<file path="src/rtl/cariomart_pkg.sv">
// cariomart_pkg: shared FSM encoding, frame header and byte-count helper
`timescale 1ns/1ps
package cariomart_pkg;
  typedef enum logic [1:0] {IDLE, START, DATA, STOP} tx_state_e;
  localparam logic [7:0] HEADER = 8'hA5;
  function automatic int nbytes(input int n);
    return (n + 7) / 8;
  endfunction
endpackage

</file>
<file path="src/rtl/cariomart_debounce.sv">
// cariomart_debounce: 2-flop synchronizer plus stable-count debounce, one channel
`timescale 1ns/1ps
module cariomart_debounce #(
  parameter int DEBOUNCE_CYCLES = 1000
) (
  input  logic FAB_CLK,
  input  logic FAB_RESET_N,
  input  logic btn,
  output logic state,
  output logic toggle
);
  localparam int CW = $clog2(DEBOUNCE_CYCLES);
  logic [1:0] sync;
  logic [CW-1:0] cnt;
  // toggle is the cycle whose edge flips state, so callers see it alongside the change
  assign toggle = (sync[1] != state) && (cnt == CW'(DEBOUNCE_CYCLES - 1));
  always_ff @(posedge FAB_CLK)
    if (!FAB_RESET_N) begin
      sync  <= '0;
      cnt   <= '0;
      state <= 1'b0;
    end else begin
      sync  <= {sync[0], btn};
      cnt   <= (sync[1] == state || toggle) ? '0 : cnt + 1'b1;
      state <= state ^ toggle;
    end
endmodule

</file>
<file path="src/rtl/cariomart_button_uart_tx.sv">
// cariomart_button_uart_tx: debounced buttons reported as 8N1 UART frames on change
`timescale 1ns/1ps
module cariomart_button_uart_tx
  import cariomart_pkg::*;
#(
  parameter int NUM_BUTTONS     = 2,
  parameter int DEBOUNCE_CYCLES = 1000,
  parameter int BAUD_DIV        = 347
) (
  input  logic                   FAB_CLK,
  input  logic                   FAB_RESET_N,
  input  logic [NUM_BUTTONS-1:0] BTN_IN,
  input  logic                   ENABLE,
  output logic                   UART_TXD,
  output logic [NUM_BUTTONS-1:0] BTN_STATE,
  output logic                   BUSY,
  output logic                   FRAME_SENT
);
  localparam int NB = nbytes(NUM_BUTTONS);
  localparam int SW = 8 * NB;
  localparam int IW = $clog2(NB + 2);
  localparam int BW = $clog2(BAUD_DIV);
  logic [NUM_BUTTONS-1:0] toggles;
  tx_state_e state, state_n;
  logic [BW-1:0] baud_cnt, baud_n;
  logic [2:0] bit_idx, bit_n;
  logic [IW-1:0] byte_idx, byte_n;
  logic [SW-1:0] snap, snap_n;
  logic pending, pending_n;
  logic [7:0] csum, cur;
  logic [SW+15:0] frame;
  logic baud_end, last_byte;
  genvar i;
  generate
    for (i = 0; i < NUM_BUTTONS; i++) begin : g_db
      cariomart_debounce #(.DEBOUNCE_CYCLES(DEBOUNCE_CYCLES)) u_db (
        .FAB_CLK    (FAB_CLK),
        .FAB_RESET_N(FAB_RESET_N),
        .btn        (BTN_IN[i]),
        .state      (BTN_STATE[i]),
        .toggle     (toggles[i])
      );
    end
  endgenerate
  always_comb begin
    csum = HEADER;
    for (int k = 0; k < NB; k++) csum = csum ^ snap[8*k +: 8];
  end
  // byte 0 is the header, the checksum sits just past the last data byte
  assign frame      = {csum, snap, HEADER};
  assign cur        = frame[{byte_idx, 3'b000} +: 8];
  assign baud_end   = baud_cnt == BW'(BAUD_DIV - 1);
  assign last_byte  = byte_idx == IW'(NB + 1);
  assign UART_TXD   = (state == START) ? 1'b0 : (state == DATA) ? cur[bit_idx] : 1'b1;
  assign BUSY       = state != IDLE;
  assign FRAME_SENT = (state == STOP) && baud_end && last_byte;
  always_ff @(posedge FAB_CLK)
    if (!FAB_RESET_N) begin
      state    <= IDLE;
      baud_cnt <= '0;
      bit_idx  <= '0;
      byte_idx <= '0;
      snap     <= '0;
      pending  <= 1'b0;
    end else begin
      state    <= state_n;
      baud_cnt <= baud_n;
      bit_idx  <= bit_n;
      byte_idx <= byte_n;
      snap     <= snap_n;
      pending  <= pending_n;
    end
  always_comb begin
    state_n   = state;
    baud_n    = '0;
    bit_n     = bit_idx;
    byte_n    = byte_idx;
    snap_n    = snap;
    pending_n = pending | (|toggles);
    if (state == IDLE) begin
      bit_n  = '0;
      byte_n = '0;
      // a change landing on the start edge stays pending for the next frame
      if (pending && ENABLE) begin
        state_n   = START;
        snap_n    = SW'(BTN_STATE);
        pending_n = |toggles;
      end
    end else begin
      baud_n = baud_end ? '0 : baud_cnt + 1'b1;
      if (baud_end) begin
        case (state)
          START: begin
            state_n = DATA;
            bit_n   = '0;
          end
          DATA: begin
            bit_n   = bit_idx + 3'd1;
            state_n = (bit_idx == 3'd7) ? STOP : DATA;
          end
          default: begin
            state_n = last_byte ? IDLE : START;
            byte_n  = last_byte ? '0 : byte_idx + 1'b1;
          end
        endcase
      end
    end
  end
endmodule

</file>
<file path="config.mk">
export PLATFORM = sky130hd
export DESIGN_NAME = cariomart_button_uart_tx
export DESIGN_NICKNAME = d
export VERILOG_FILES = /design/src/rtl/cariomart_pkg.sv /design/src/rtl/cariomart_debounce.sv /design/src/rtl/cariomart_button_uart_tx.sv
export SDC_FILE = /design/constraint.sdc
export NUM_CORES = 1
export LEC_CHECK = 0
export ABC_AREA = 1
export CAP_MARGIN = 20
export CORE_MARGIN = 2
export CORE_UTILIZATION = 50
export DETAILED_ROUTE_END_ITERATION = 7
export HOLD_SLACK_MARGIN = 0.06
export PLACE_DENSITY = 0.79
export SLEW_MARGIN = 15
export SYNTH_ARGS = -nofsm -noshare
export SYNTH_HDL_FRONTEND = slang
export SYNTH_SLANG_ARGS = --single-unit
</file>
<file path="constraint.sdc">
create_clock -name FAB_CLK -period 3.6 [get_ports FAB_CLK]
set_clock_uncertainty 0.1 [all_clocks]
set_input_delay 0.72 -clock FAB_CLK [delete_from_list [all_inputs] [get_ports FAB_CLK]]
set_output_delay 0.72 -clock FAB_CLK [all_outputs]
set_load 0.01 [all_outputs]
</file>
* Word level (Yosys, flattened, before mapping)
Cells that the tools add are included.
** Word-level totals
- Bits in registers :: 45
- Output and inout port bits :: 5
- Input port bits :: 5
** Cells by class
- Mux-type cells :: 14
- Reduce and logical (&&, ||, !) cells :: 21
- Magnitude comparators :: 1
- Eq/ne operators :: 13
- $add $sub $neg :: 5
- Bitwise gates (word level) :: 6
- Shifts and indexed selects :: 1
** Operators by type and width (number)
- 24-bit by 6-bit variable part select with 8-bit output :: 1
- 10-bit by 1-bit adder with 10-bit output (second input constant) :: 2
- 10-bit equality test (second input constant) :: 2
- 2-bit OR reduction :: 5
- 9-bit by 1-bit adder with 9-bit output (second input constant) :: 1
- 9-bit equality test (second input constant) :: 1
- 2-bit 2-to-1 mux :: 4
- 2-bit AND reduction :: 4
- 1-bit 2-to-1 mux :: 7
- 2-bit equality test (second input constant) :: 3
- 3-bit one-hot mux with 2 select lines :: 1
- 2-bit nonzero test :: 3
- 1-bit logical AND :: 5
- 3-bit by 4-bit less-than comparator with 1-bit output (second input constant) :: 1
- 1-bit inverter with 4-bit output :: 1
- 2-bit one-hot mux with 2 select lines :: 1
- 3-bit by 1-bit adder with 3-bit output (second input constant) :: 1
- 1-bit binary-select mux with 3-bit select :: 1
- 3-bit equality test (second input constant) :: 1
- 3-bit OR reduction :: 1
- 2-bit by 1-bit adder with 2-bit output (second input constant) :: 1
- 1-bit equality test :: 2
- 2-bit by 1-bit equality test with 1-bit output (second input constant) :: 1
- 2-bit logical NOT :: 1
- 6 further kinds :: 10

* Longest topological paths before layout
Gate-level depths: netlist of the first run.
- Depth in word-level cells :: 6
- Mapped depth :: 10
- Mapped depth without buffers :: 10

* Hierarchy
A second synthesis of the first run with hierarchy kept.
** Unflattened totals
- Cells, all modules :: 331
- Area, all modules :: 2302.2 um2
** Modules (own cells, without submodules)
- cariomart_debounce :: cells each 89, area an instance 629.4 um2, sequential area each 260.2 um2, instances 2
- cariomart_button_uart_tx :: cells each 153, area an instance 1043.5 um2, sequential area each 380.4 um2, instances 1

* Least setup slack after synthesis of the first run
OpenSTA, ideal clock, no wires.
- Path type :: register to output
- From :: register baud_cnt[0]
- To :: output port FRAME_SENT
- Arrival :: 1.084 ns
- Stages on the path, launching flop included :: 9
- Buffers on the path :: 0
- Slack :: 1.696 ns
- Cells stage by stage :: dfxtp_1 -> inv_1 -> ha_1 -> nand2_1 -> inv_1 -> nand2_2 -> nor2_4 -> inv_2 -> nor2_1
** Between the ends
- Word-level cells in the longest chain between the ends :: 3
** Ends and longest elaborated chain
- from (decl) :: RTL line cariomart_button_uart_tx.sv:25 : logic [BW-1:0] baud_cnt, baud_n;
- from (signal assigned) :: RTL line cariomart_button_uart_tx.sv:67 : baud_cnt <= baud_n;
- 9-bit equality test :: RTL line cariomart_button_uart_tx.sv:52 : assign baud_end = baud_cnt == BW'(BAUD_DIV - 1);
- 1-bit logical AND (2 in series) :: RTL line cariomart_button_uart_tx.sv:56 : assign FRAME_SENT = (state == STOP) && baud_end && last_byte;
- to (decl) :: RTL line cariomart_button_uart_tx.sv:17 : output logic FRAME_SENT
No other way between the ends.

* Final worst setup path of the first run
Ends and elaborated chain as after synthesis.

==> reports/qor.csv, run 1 <==
stage;metric;value;unit
power_and_ir_drop;peakVddDrop;248;uV
placed_design;placed_area;2320;um2
placed_design;place_congestion;0.845;
drt;vias_per_cell;4.92;
setup_path;worstPathMaxFanout;4;
power_and_ir_drop;intPower;0.644;mW
yosys;ys_types;27;
timing;worstMarginPinSlew;0.476;ns
placed_design;port-buffer-count;9;
grt;grt_first_pass_wirelength;6730;um
timing;finalCritPeriodShare;76.4;%
setup_path;startpoint_type;flip-flop;
final_layout;drive_gt1_share;8.64;%
timing;tns;0;ns
grt;track_usage;16.5;%
clocking;cts.root.buffer_cell;clkbuf_8;
timing;fmax;364;MHz
clocking;cts.path.max_buffers;2;
yosys;synth_cells;288;
timing;maxSlewViolCount;0;
power_and_ir_drop;clkPwrFrac;36.4;%
power_and_ir_drop;seqPwrFrac;62.0;%
placed_design;hpwl;2780;um
floorplan;die_y;70.2;um
grt;grt_antenna_before_repair;0;
drt;num_vias;1735;
setup_path;reg2regPathDepth;8;
setup_path;r2r_slack;2.09;ns
timing;grt_setup_unrepaired;no;
yosys;seq_area_frac_synth;41.2;%
drt;drtIter0Drc;63;
final_layout;final_cell_mix;nand2_1 (52), dfxtp_1 (45), nor2_1 (41), inv_1 (39), nand3_1 (23);
power_and_ir_drop;swShare;20.4;%
floorplan;placementRows;24;
setup_path;critPathKind;reg -> out;
power_and_ir_drop;power.switching;0.165;mW
flow_run;cap_violations;0;
final_layout;syn_to_final_growth;9.49;%
setup_path;r2r_end;state[0];
power_and_ir_drop;total_leakage_power;0.921;nW
yosys;netlist_area;2190;um2
floorplan;die-area;4920;um2
drt;drc_errors;0;
timing;fin_crit;2.75;ns
setup_path;critical_path_required;2.78;ns
timing;setup_viol;0;
yosys;syn-num-nets;303;
drt;drt_first_pass_iters;4;
floorplan;ios;10;
yosys;synth_area_per_cell;7.60;um2
setup_path;crit_arrival;1.93;ns
hold_path;hp-class;reg -> reg;
hold_path;min_to;g_db[1].u_db.sync[1];
final_layout;antenna_cells;0;
final_layout;fin_area;2400;um2
timing;hold_violations;0;
grt;grt_max_degree;14;
clocking;cts_tree;built;
yosys;yosysWarnings;0;
timing;slew_headroom;68.1;%
setup_path;regToRegStartpoint;state[0];
outcome;status;finished, final reports clean;
drt;drt_wl_total;3670;um
clocking;insertion_delay;0.29;ns
yosys;ys_seq_elements;45;
grt;grt_pass1_vias;1651;
clocking;path_clk_slew;0.08;ns
power_and_ir_drop;cellPowerDensity;338;nW/um2
clocking;cts_resized;0;
clocking;cts_setup_buffers;0;
power_and_ir_drop;pwr-share-comb;1.6;%
final_layout;fin_nets;315;
grt;grt_overflow_total;0;
floorplan;core;4290;um2
floorplan;die_w;70.2;um
clocking;cts_made_buffers;5;
final_layout;final_common_cell;nand2_1;
hold_path;hold_start;g_db[1].u_db.sync[0];
drt;detail-route-antenna-nets;0;
hold_path;hold_depth;2;
clocking;clkSinkCount;45;
clocking;cts_hold_buf;0;
setup_path;end_kind;output port;
clocking;cts.htree.levels;2;
floorplan;start_util;51.0;%
drt;wire_per_inst;10.4;um
==> layer usage <==
metal,GRT usage [%],wire length (um),share of wire (%),up-vias
met5,0,0,0,-
li1,-,-,-,938
met3,4.76,106,2.9,6
met4,3.85,34,0.93,0
met1,19.7,1740,48,765
met2,29.3,1790,49,26
==> power by group through the flow <==
stage | Sequential, mW | Combinational, mW | Clock [mW]
floorplan | 0.513 | 0.00719 | 0
global placement | 0.513 | 0.0133 | 0
detailed placement | 0.513 | 0.0134 | 0
CTS | 0.501 | 0.0134 | 0.309
global route | 0.502 | 0.0153 | 0.325
finish | 0.501 | 0.0133 | 0.294
==> how the worst max path moves through the flow <==
stage / start / end / slack, ns / cells past startpoint
3_5_place_dp: baud_cnt[0] / FRAME_SENT / 1.17 / 9
3_3_place_gp: baud_cnt[0] / FRAME_SENT / 1.22 / 9
6_report: baud_cnt[0] / FRAME_SENT / 0.85 / 9
5_1_grt: baud_cnt[0] / FRAME_SENT / 0.67 / 9
2_1_floorplan: baud_cnt[0] / FRAME_SENT / 1.70 / 8
4_1_cts: baud_cnt[0] / FRAME_SENT / 0.82 / 9
==> final cells by class <==
class | instances | area (um2)
fill | 425 | 1900
multi-input combinational | 198 | 1110
sequential | 45 | 901
inverter | 41 | 154
timing repair buffer | 9 | 90.1
clock buffer | 8 | 80.1
tap | 52 | 65.1
==> registers in the layout, indices dropped and copies added, names as in the netlist, named ones only <==
name,count
g_db.u_db.sync,4
pending,1
byte_idx,2
baud_cnt,9
snap,2
bit_idx,3
g_db.u_db.cnt,20
state,2
==> cell families after synthesis <==
logic type      Yosys count  share of synthesized area [%]
compound gates           32                           7.89
simple gates            148                           33.7
flops                    45                           41.2
fa+ha+maj                10                           5.72
xor+xnor                  8                           3.20
buf+inv                  45                           8.29
==> synthesized netlist by cell type <==
library cell	instances	area share, %
nor3_2	1	0.46
nand4_2	1	0.57
o21bai_1	2	0.69
nor2_1	41	7.0
o21a_1	1	0.34
nand4_1	5	1.4
and3_1	1	0.29
nand3_1	23	5.3
o31ai_1	1	0.34
or2_2	1	0.29
inv_2	2	0.34
a21oi_1	17	3.9
nand2_4	2	1.0
ha_1	10	5.7
dfxtp_1	45	41
nor3b_2	5	2.9
buf_4	3	1.0
nand2_2	2	0.57
nor3_1	7	1.6
nand2_1	52	8.9
o21ai_0	9	2.1
nor2_4	4	2.1
nand3_2	3	1.4
buf_2	1	0.23
a31oi_1	2	0.57
xor2_1	8	3.2
inv_1	39	6.7
==> critical path, cell delays in order, from the launching register on <==
cell             delay, ns
dfxtp_1               0.34
inv_1                 0.06
ha_1                  0.14
nand2_1               0.05
inv_1                 0.10
nand2_2               0.08
nor2_4                0.16
inv_2                 0.08
nor2_1                0.09
clkdlybuf4s50_1       0.53
==> per-stage QoR <==
stage                     total power [mW]  hold WS, ns  worst slack (ns)  util [%]  std cells
final                                0.809        0.318             0.850      55.8        353
after global placement               0.526        0.295              1.22      53.9        345
after global routing                 0.842        0.348             0.669      55.8        353
after detailed placement             0.527        0.296              1.17      53.9        345
after CTS                            0.824        0.318             0.823      55.8        353
after floorplan                      0.520        0.290              1.70         -        288
Power figures use the tool's default switching activity.
==> inputs of run 2 (changes only) <==
==> constraint.sdc (replaced) <==
create_clock -name FAB_CLK -period 2.85 [get_ports FAB_CLK]
set_clock_uncertainty 0.1 [all_clocks]
set_input_delay 0.57 -clock FAB_CLK [delete_from_list [all_inputs] [get_ports FAB_CLK]]
set_output_delay 0.57 -clock FAB_CLK [all_outputs]
set_load 0.01 [all_outputs]
==> reports/qor.csv, run 2 (same netlist as run 1, synthesis figures left out) <==
stage;metric;value;unit;change
outcome;status;finished, final reports clean;;
timing;maxSlewViolCount;0;;unchanged
clocking;cts_made_buffers;5;;unchanged
final_layout;drive_gt1_share;9.30;%;+0.66 points
floorplan;die_w;70.2;um;unchanged
drt;drt_first_pass_iters;4;;unchanged
placed_design;hpwl;2740;um;-1.4%
clocking;cts_tree;built;;
hold_path;hp-class;reg -> reg;;
grt;grt_antenna_before_repair;0;;unchanged
floorplan;ios;10;;unchanged
final_layout;reg_top3;g_db.u_db.cnt: 20 flops, baud_cnt: 9 flops, g_db.u_db.sync: 4 flops;;
timing;finalCritPeriodShare;91.0;%;
setup_path;slowest_stage;clkdlybuf4s50_1;;
drt;wire_per_inst;10.2;um;-1.8%
final_layout;multiInputGateArea;1110;um2;unchanged
setup_path;regToRegStartpoint;state[0];;
timing;slew_headroom;80.1;%;+12 points
setup_path;critical_path_required;2.18;ns;-0.60 ns
setup_path;worstPathMaxFanout;4;;unchanged
drt;drtIter0Drc;57;;-9.5%
power_and_ir_drop;cellPowerDensity;433;nW/um2;+28%
setup_path;crit_arrival;1.92;ns;about the same
drt;drc_errors;0;;unchanged
final_layout;regArea;901;um2;unchanged
floorplan;start_util;51.0;%;unchanged
timing;hold_violations;0;;unchanged
flow_run;cap_violations;0;;unchanged
grt;grt_pass1_vias;1679;;+1.7%
setup_path;crit_top_cell;inv_1;;
setup_path;end_kind;output port;;
final_layout;fin_nets;316;;+0.32%
timing;fin_crit;2.59;ns;
setup_path;startpoint_type;flip-flop;;
timing;tns;0;ns;unchanged
grt;grt_max_degree;13;;-1
setup_path;r2r_slack;1.36;ns;-0.73 ns
clocking;cts_setup_buffers;0;;unchanged
setup_path;cp-startpoint;baud_cnt[0];;
grt;grt_most_used_layer;met2;;
floorplan;core;4290;um2;unchanged
clocking;insertion_delay;0.30;ns;about the same
floorplan;die_y;70.2;um;unchanged
grt;grt_overflow_total;0;;unchanged
setup_path;r2r_end;state[0];;
power_and_ir_drop;total_leakage_power;0.930;nW;+1.0%
final_layout;syn_to_final_growth;10.1;%;
grt;met3_usage;4.91;%;+0.14 points
clocking;cts.root.buffer_cell;clkbuf_8;;
clocking;clkSinkCount;45;;unchanged
final_layout;n_fill_cell;411;;-3.3%
timing;grt_setup_unrepaired;no;;
grt;grt_use_met1;21.0;%;+1.3 points
final_layout;final_common_cell;nand2_1;;
timing;fmax;386;MHz;
power_and_ir_drop;peakVddDrop;368;uV;+48%
setup_path;reg2regPathDepth;8;;unchanged
grt;met2_usage;28.7;%;-0.63 points
drt;detail-route-antenna-nets;0;;unchanged
setup_path;critPathKind;reg -> out;;
timing;whs;0.323;ns;+0.00434 ns
drt;drt_wl_total;3600;um;-1.8%
clocking;cts_resized;0;;unchanged
clocking;path_clk_slew;0.08;ns;about the same
placed_design;place_congestion;0.803;;-4.9%
timing;setup_viol;0;;unchanged
grt;track_usage;17.1;%;+0.60 points
setup_path;cp-endpoint;FRAME_SENT;;
clocking;cts.path.max_buffers;2;;unchanged
drt;vias_per_cell;4.95;;+0.75%
final_layout;final_cell_mix;nand2_1 (52), dfxtp_1 (45), nor2_1 (41), inv_1 (39), nand3_1 (23);;
final_layout;regMostFlops;g_db.u_db.cnt;;
grt;grt_first_pass_wirelength;6930;um;+3.0%
floorplan;die-area;4920;um2;unchanged
final_layout;largest_reg_flops;20;;unchanged
setup_path;crit_chain;inv_1 -> ha_1 -> nand2_1 -> inv_1 -> nand2_2 -> nor2_4 -> inv_2 -> nor2_1 -> clkdlybuf4s50_1;;
clocking;cts_hold_buf;0;;unchanged
clocking;cts.htree.levels;2;;unchanged
setup_path;cp_slowest_stage_delay;0.54;ns;about the same
final_layout;antenna_cells;0;;unchanged
drt;num_vias;1748;;+0.75%
timing;worstMarginPinSlew;0.298;ns;-0.178 ns
placed_design;port-buffer-count;9;;unchanged
floorplan;placementRows;24;;unchanged
==> run 2: cell count changes in the layout (fill, tap and decap cells not counted) <==
cell	before	now
clkbuf_1	3	1
clkbuf_8	5	6
buf_4	0	1
==> run 2: metrics by stage <==
step | cells | instance area [um2] | utilization [%] | total power [mW] | worst slack, ns
global placement | 346 | 2320 | 54.1 | 0.666 | 0.623
finish | 353 | 2410 | 56.1 | 1.04 | 0.258
CTS | 353 | 2410 | 56.1 | 1.06 | 0.244
detailed placement | 346 | 2320 | 54.1 | 0.666 | 0.578
global route | 353 | 2410 | 56.1 | 1.08 | 0.0734
floorplan | 288 | 2190 | - | 0.657 | 1.10
==> run 2: how the worst min path moves through the flow <==
| stage | from | end | slack, ns | cells after the start |
|---|---|---|---|---|
| detailed placement | g_db[0].u_db.sync[0] | g_db[0].u_db.sync[1] | 0.30 | 2 |
| global route | g_db[0].u_db.sync[0] | g_db[0].u_db.sync[1] | 0.34 | 2 |
| finish | g_db[0].u_db.sync[0] | g_db[0].u_db.sync[1] | 0.32 | 2 |
| CTS | g_db[0].u_db.sync[0] | g_db[0].u_db.sync[1] | 0.32 | 2 |
| floorplan | g_db[0].u_db.sync[0] | g_db[0].u_db.sync[1] | 0.29 | 2 |
| global placement | g_db[0].u_db.sync[0] | g_db[0].u_db.sync[1] | 0.30 | 2 |
==> run 2: final cells by class <==
class                           count  area share (%)
Sequential cell                    45            37.4
Tap cell                           52            2.70
Timing Repair Buffer               10            4.05
Multi-Input combinational cell    198            45.9
Clock buffer                        7            3.58
Inverter                           41            6.39
==> run 2: per-layer routing <==
metal  vias up  wire, um
met5         -         0
met4         0        53
met3         4        96
met2        12      1680
met1       785      1770
li1        947         -
==> run 2: critical path, delay by kind of cell, from the launching register on <==
family / cells / cell delay [ns]
flip-flops: 1 / 0.34
buffers and inverters: 4 / 0.78
AND/OR/NAND/NOR: 4 / 0.37
adder cells (fa/ha/maj): 1 / 0.14
==> run 2: where the power goes <==
group          switching (mW)  internal, mW
Sequential            0.00172         0.632
Combinational         0.00954       0.00843
Clock                   0.201         0.192
==> inputs of run 3 (changes only) <==
--- a/config.mk
+++ b/config.mk
@@ -5,7 +5,6 @@
 export SDC_FILE = /design/constraint.sdc
 export NUM_CORES = 1
 export LEC_CHECK = 0
-export ABC_AREA = 1
 export CAP_MARGIN = 20
 export CORE_MARGIN = 2
 export CORE_UTILIZATION = 50
==> reports/qor.csv, run 3 <==
stage;metric;value;unit;change
power_and_ir_drop;peakVddDrop;357;uV;-2.8%
grt;grt_overflow_total;0;;unchanged
placed_design;port-buffer-count;9;;unchanged
timing;fmax;373;MHz;-3.2%
clocking;cts_made_buffers;5;;unchanged
timing;fin_crit;2.68;ns;+0.0859 ns
final_layout;multiInputGateArea;1040;um2;-5.7%
power_and_ir_drop;swShare;18.9;%;-1.4 points
final_layout;largest_reg_flops;20;;unchanged
drt;wire_per_inst;11.9;um;+17%
placed_design;placed_area;2130;um2;-8.3%
grt;grt_most_used_layer;met2;;
setup_path;crit_chain;inv_1 -> ha_1 -> nand4b_1 -> nor2_2 -> and3_1 -> clkdlybuf4s50_1;;
power_and_ir_drop;cellPowerDensity;507;nW/um2;+17%
clocking;cts_tree;built;;
setup_path;startpoint_type;flip-flop;;
setup_path;critical_path_required;2.18;ns;about the same
timing;setup_viol;0;;unchanged
placed_design;placed_cells;274;;-21%
floorplan;die_w;67.3;um;-4.1%
timing;grt_setup_unrepaired;no;;
grt;grt_pass1_vias;1387;;-17%
yosys;synth_most_common_cell;dfxtp_1;;
yosys;async_reset_ff_share;0;%;unchanged
power_and_ir_drop;seqPwrFrac;55.5;%;-5.1 points
placed_design;place_congestion;0.798;;-0.60%
floorplan;core;3740;um2;-13%
yosys;ys.flop_type;dfxtp_1;;
drt;detail-route-antenna-nets;0;;unchanged
grt;grt_use_met1;20.9;%;-0.089 points
drt;drc_errors;0;;unchanged
final_layout;fin_nets;248;;-22%
clocking;insertion_delay;0.30;ns;about the same
timing;slew_headroom;66.8;%;-13 points
grt;grt_first_pass_wirelength;5950;um;-14%
drt;vias_per_cell;5.16;;+4.2%
clocking;cts.path.max_buffers;2;;unchanged
grt;met2_usage;29.0;%;+0.28 points
timing;tns;0;ns;unchanged
final_layout;final_cell_mix;dfxtp_1 (45), nor2_1 (43), nand2_1 (15), xnor2_1 (15), nand3_1 (12);;
timing;maxSlewViolCount;0;;unchanged
outcome;status;finished, final reports clean;;
yosys;yosysWarnings;0;;unchanged
grt;grt_max_degree;14;;+1
yosys;synth_largest_area_cell;dfxtp_1;;
yosys;seq_area_frac_synth;45.0;%;+3.8 points
setup_path;crit_family;simple AND/OR/NAND/NOR gates;;
power_and_ir_drop;total_leakage_power;0.786;nW;-16%
final_layout;utilization;60.1;%;+3.9 points
final_layout;fin_cells;282;;-20%
setup_path;critPathKind;reg -> out;;
clocking;cts_setup_buffers;0;;unchanged
drt;num_vias;1455;;-17%
drt;drt_first_pass_iters;4;;unchanged
floorplan;placementRows;22;;-8.3%
timing;whs;0.337;ns;+0.0141 ns
clocking;cts_hold_buf;0;;unchanged
hold_path;hp-class;reg -> reg;;
clocking;cts_resized;0;;unchanged
setup_path;critPathBufInv;2;;-2
power_and_ir_drop;intPower;0.925;mW;+11%
yosys;syn-num-nets;236;;-22%
grt;track_usage;17.5;%;+0.40 points
final_layout;regArea;901;um2;unchanged
yosys;netlist_area;2000;um2;-8.5%
floorplan;start_util;53.5;%;+2.5 points
setup_path;crit_arrival;2.01;ns;+0.09 ns
floorplan;die-area;4530;um2;-8.0%
yosys;synth_cells;221;;-23%
yosys;synth_area_per_cell;9.06;um2;+19%
power_and_ir_drop;pwr-share-comb;1.3;%;-0.4 points
power_and_ir_drop;clkPwrFrac;43.2;%;+5.6 points
placed_design;hpwl;2370;um;-14%
timing;finalCritPeriodShare;94.0;%;+3.0 points
final_layout;drive_gt1_share;4.70;%;-4.6 points
yosys;ys_seq_elements;45;;unchanged
clocking;cts.root.buffer_cell;clkbuf_8;;
timing;worstMarginPinSlew;0.494;ns;+0.196 ns
final_layout;fin_area;2250;um2;-6.7%
final_layout;syn_to_final_growth;12.3;%;
clocking;path_clk_slew;0.08;ns;about the same
final_layout;reg_top3;g_db.u_db.cnt: 20 flops, baud_cnt: 9 flops, g_db.u_db.sync: 4 flops;;
power_and_ir_drop;power.switching;0.216;mW;+1.9%
yosys;synth_top_area_share;45.0;%;+3.8 points
setup_path;worstPathMaxFanout;6;;+2
setup_path;end_kind;output port;;
drt;drtIter0Drc;53;;-7.0%
clocking;cts.htree.levels;2;;unchanged
timing;hold_violations;0;;unchanged
drt;drt_wl_total;3360;um;-6.9%
grt;grt_antenna_before_repair;0;;unchanged
yosys;synth-edff-count;0;;unchanged
yosys;ys_types;34;;+26%
grt;met3_usage;5.50;%;+0.59 points
floorplan;ios;10;;unchanged
yosys;yosys-top-cells-area;dfxtp_1 (45%), nor2_1 (8.3%), xnor2_1 (6.6%), ha_1 (6.3%), xor2_1 (4.4%);;
yosys;synth_commonest_cells;dfxtp_1 (45), nor2_1 (44), nand2_1 (15), xnor2_1 (15), nand3_1 (12);;
setup_path;slowest_stage;clkdlybuf4s50_1;;
final_layout;regMostFlops;g_db.u_db.cnt;;
clocking;clkSinkCount;45;;unchanged
final_layout;final_common_cell;dfxtp_1;;
flow_run;cap_violations;0;;unchanged
floorplan;die_y;67.3;um;-4.1%
final_layout;n_fill_cell;351;;-15%
setup_path;cp_slowest_stage_delay;0.53;ns;about the same
final_layout;antenna_cells;0;;unchanged
## run 3: cells by family (layout without fill, tap and decap cells)
group                    count (synthesis)  after routing  synth area share, %
AO/OA/AOI/OAI                           12             12                 4.19
XOR/XNOR                                25             25                 10.9
adder cells (fa/ha/maj)                 10             10                 6.25
buffers and inverters                   14             27                 3.00
flip-flops                              45             45                 45.0
multiplexers                             7              7                 3.50
AND/OR/NAND/NOR                        108            108                 27.1
## run 3: area by class of cell
class | count | area share [%]
repair buffers | 9 | 4.01
clock inverters | 1 | 1.34
inverters | 10 | 1.67
flip-flops and latches | 45 | 40.1
clock buffers | 7 | 3.84
well taps | 48 | 2.67
multi-input cells | 162 | 46.4
## run 3: power groups by stage
stage               sequential [mW]  combinational [mW]  clock, mW
CTS                           0.633              0.0156      0.511
floorplan                     0.648             0.00694          0
global placement              0.648              0.0153          0
global route                  0.634              0.0173      0.532
detailed placement            0.648              0.0156          0
finish                        0.633              0.0152      0.492
## run 3: final timing paths
kind                         from                   end  slack, ns  cells after the start
min          g_db[1].u_db.sync[0]  g_db[1].u_db.sync[1]       0.34                      1
min reg2reg  g_db[1].u_db.sync[0]  g_db[1].u_db.sync[1]       0.34                      1
max                   baud_cnt[0]            FRAME_SENT       0.17                      6
max reg2reg              state[1]            bit_idx[0]       0.82                      6
## run 3: per-layer routing
| layer | wire (um) | part of all wire [%] | vias up |
|---|---|---|---|
| li1 | - | - | 765 |
| met4 | 65 | 1.9 | 0 |
| met3 | 109 | 3.2 | 7 |
| met1 | 1630 | 49 | 664 |
| met2 | 1550 | 46 | 19 |
| met5 | 0 | 0 | - |
## run 3: stage by stage
stage | setup WS (ns) | power [mW]
after floorplan | 1.01 | 0.655
after global placement | 0.511 | 0.663
after detailed placement | 0.438 | 0.664
after CTS | 0.103 | 1.16
after global routing | 0.0148 | 1.18
final | 0.172 | 1.14
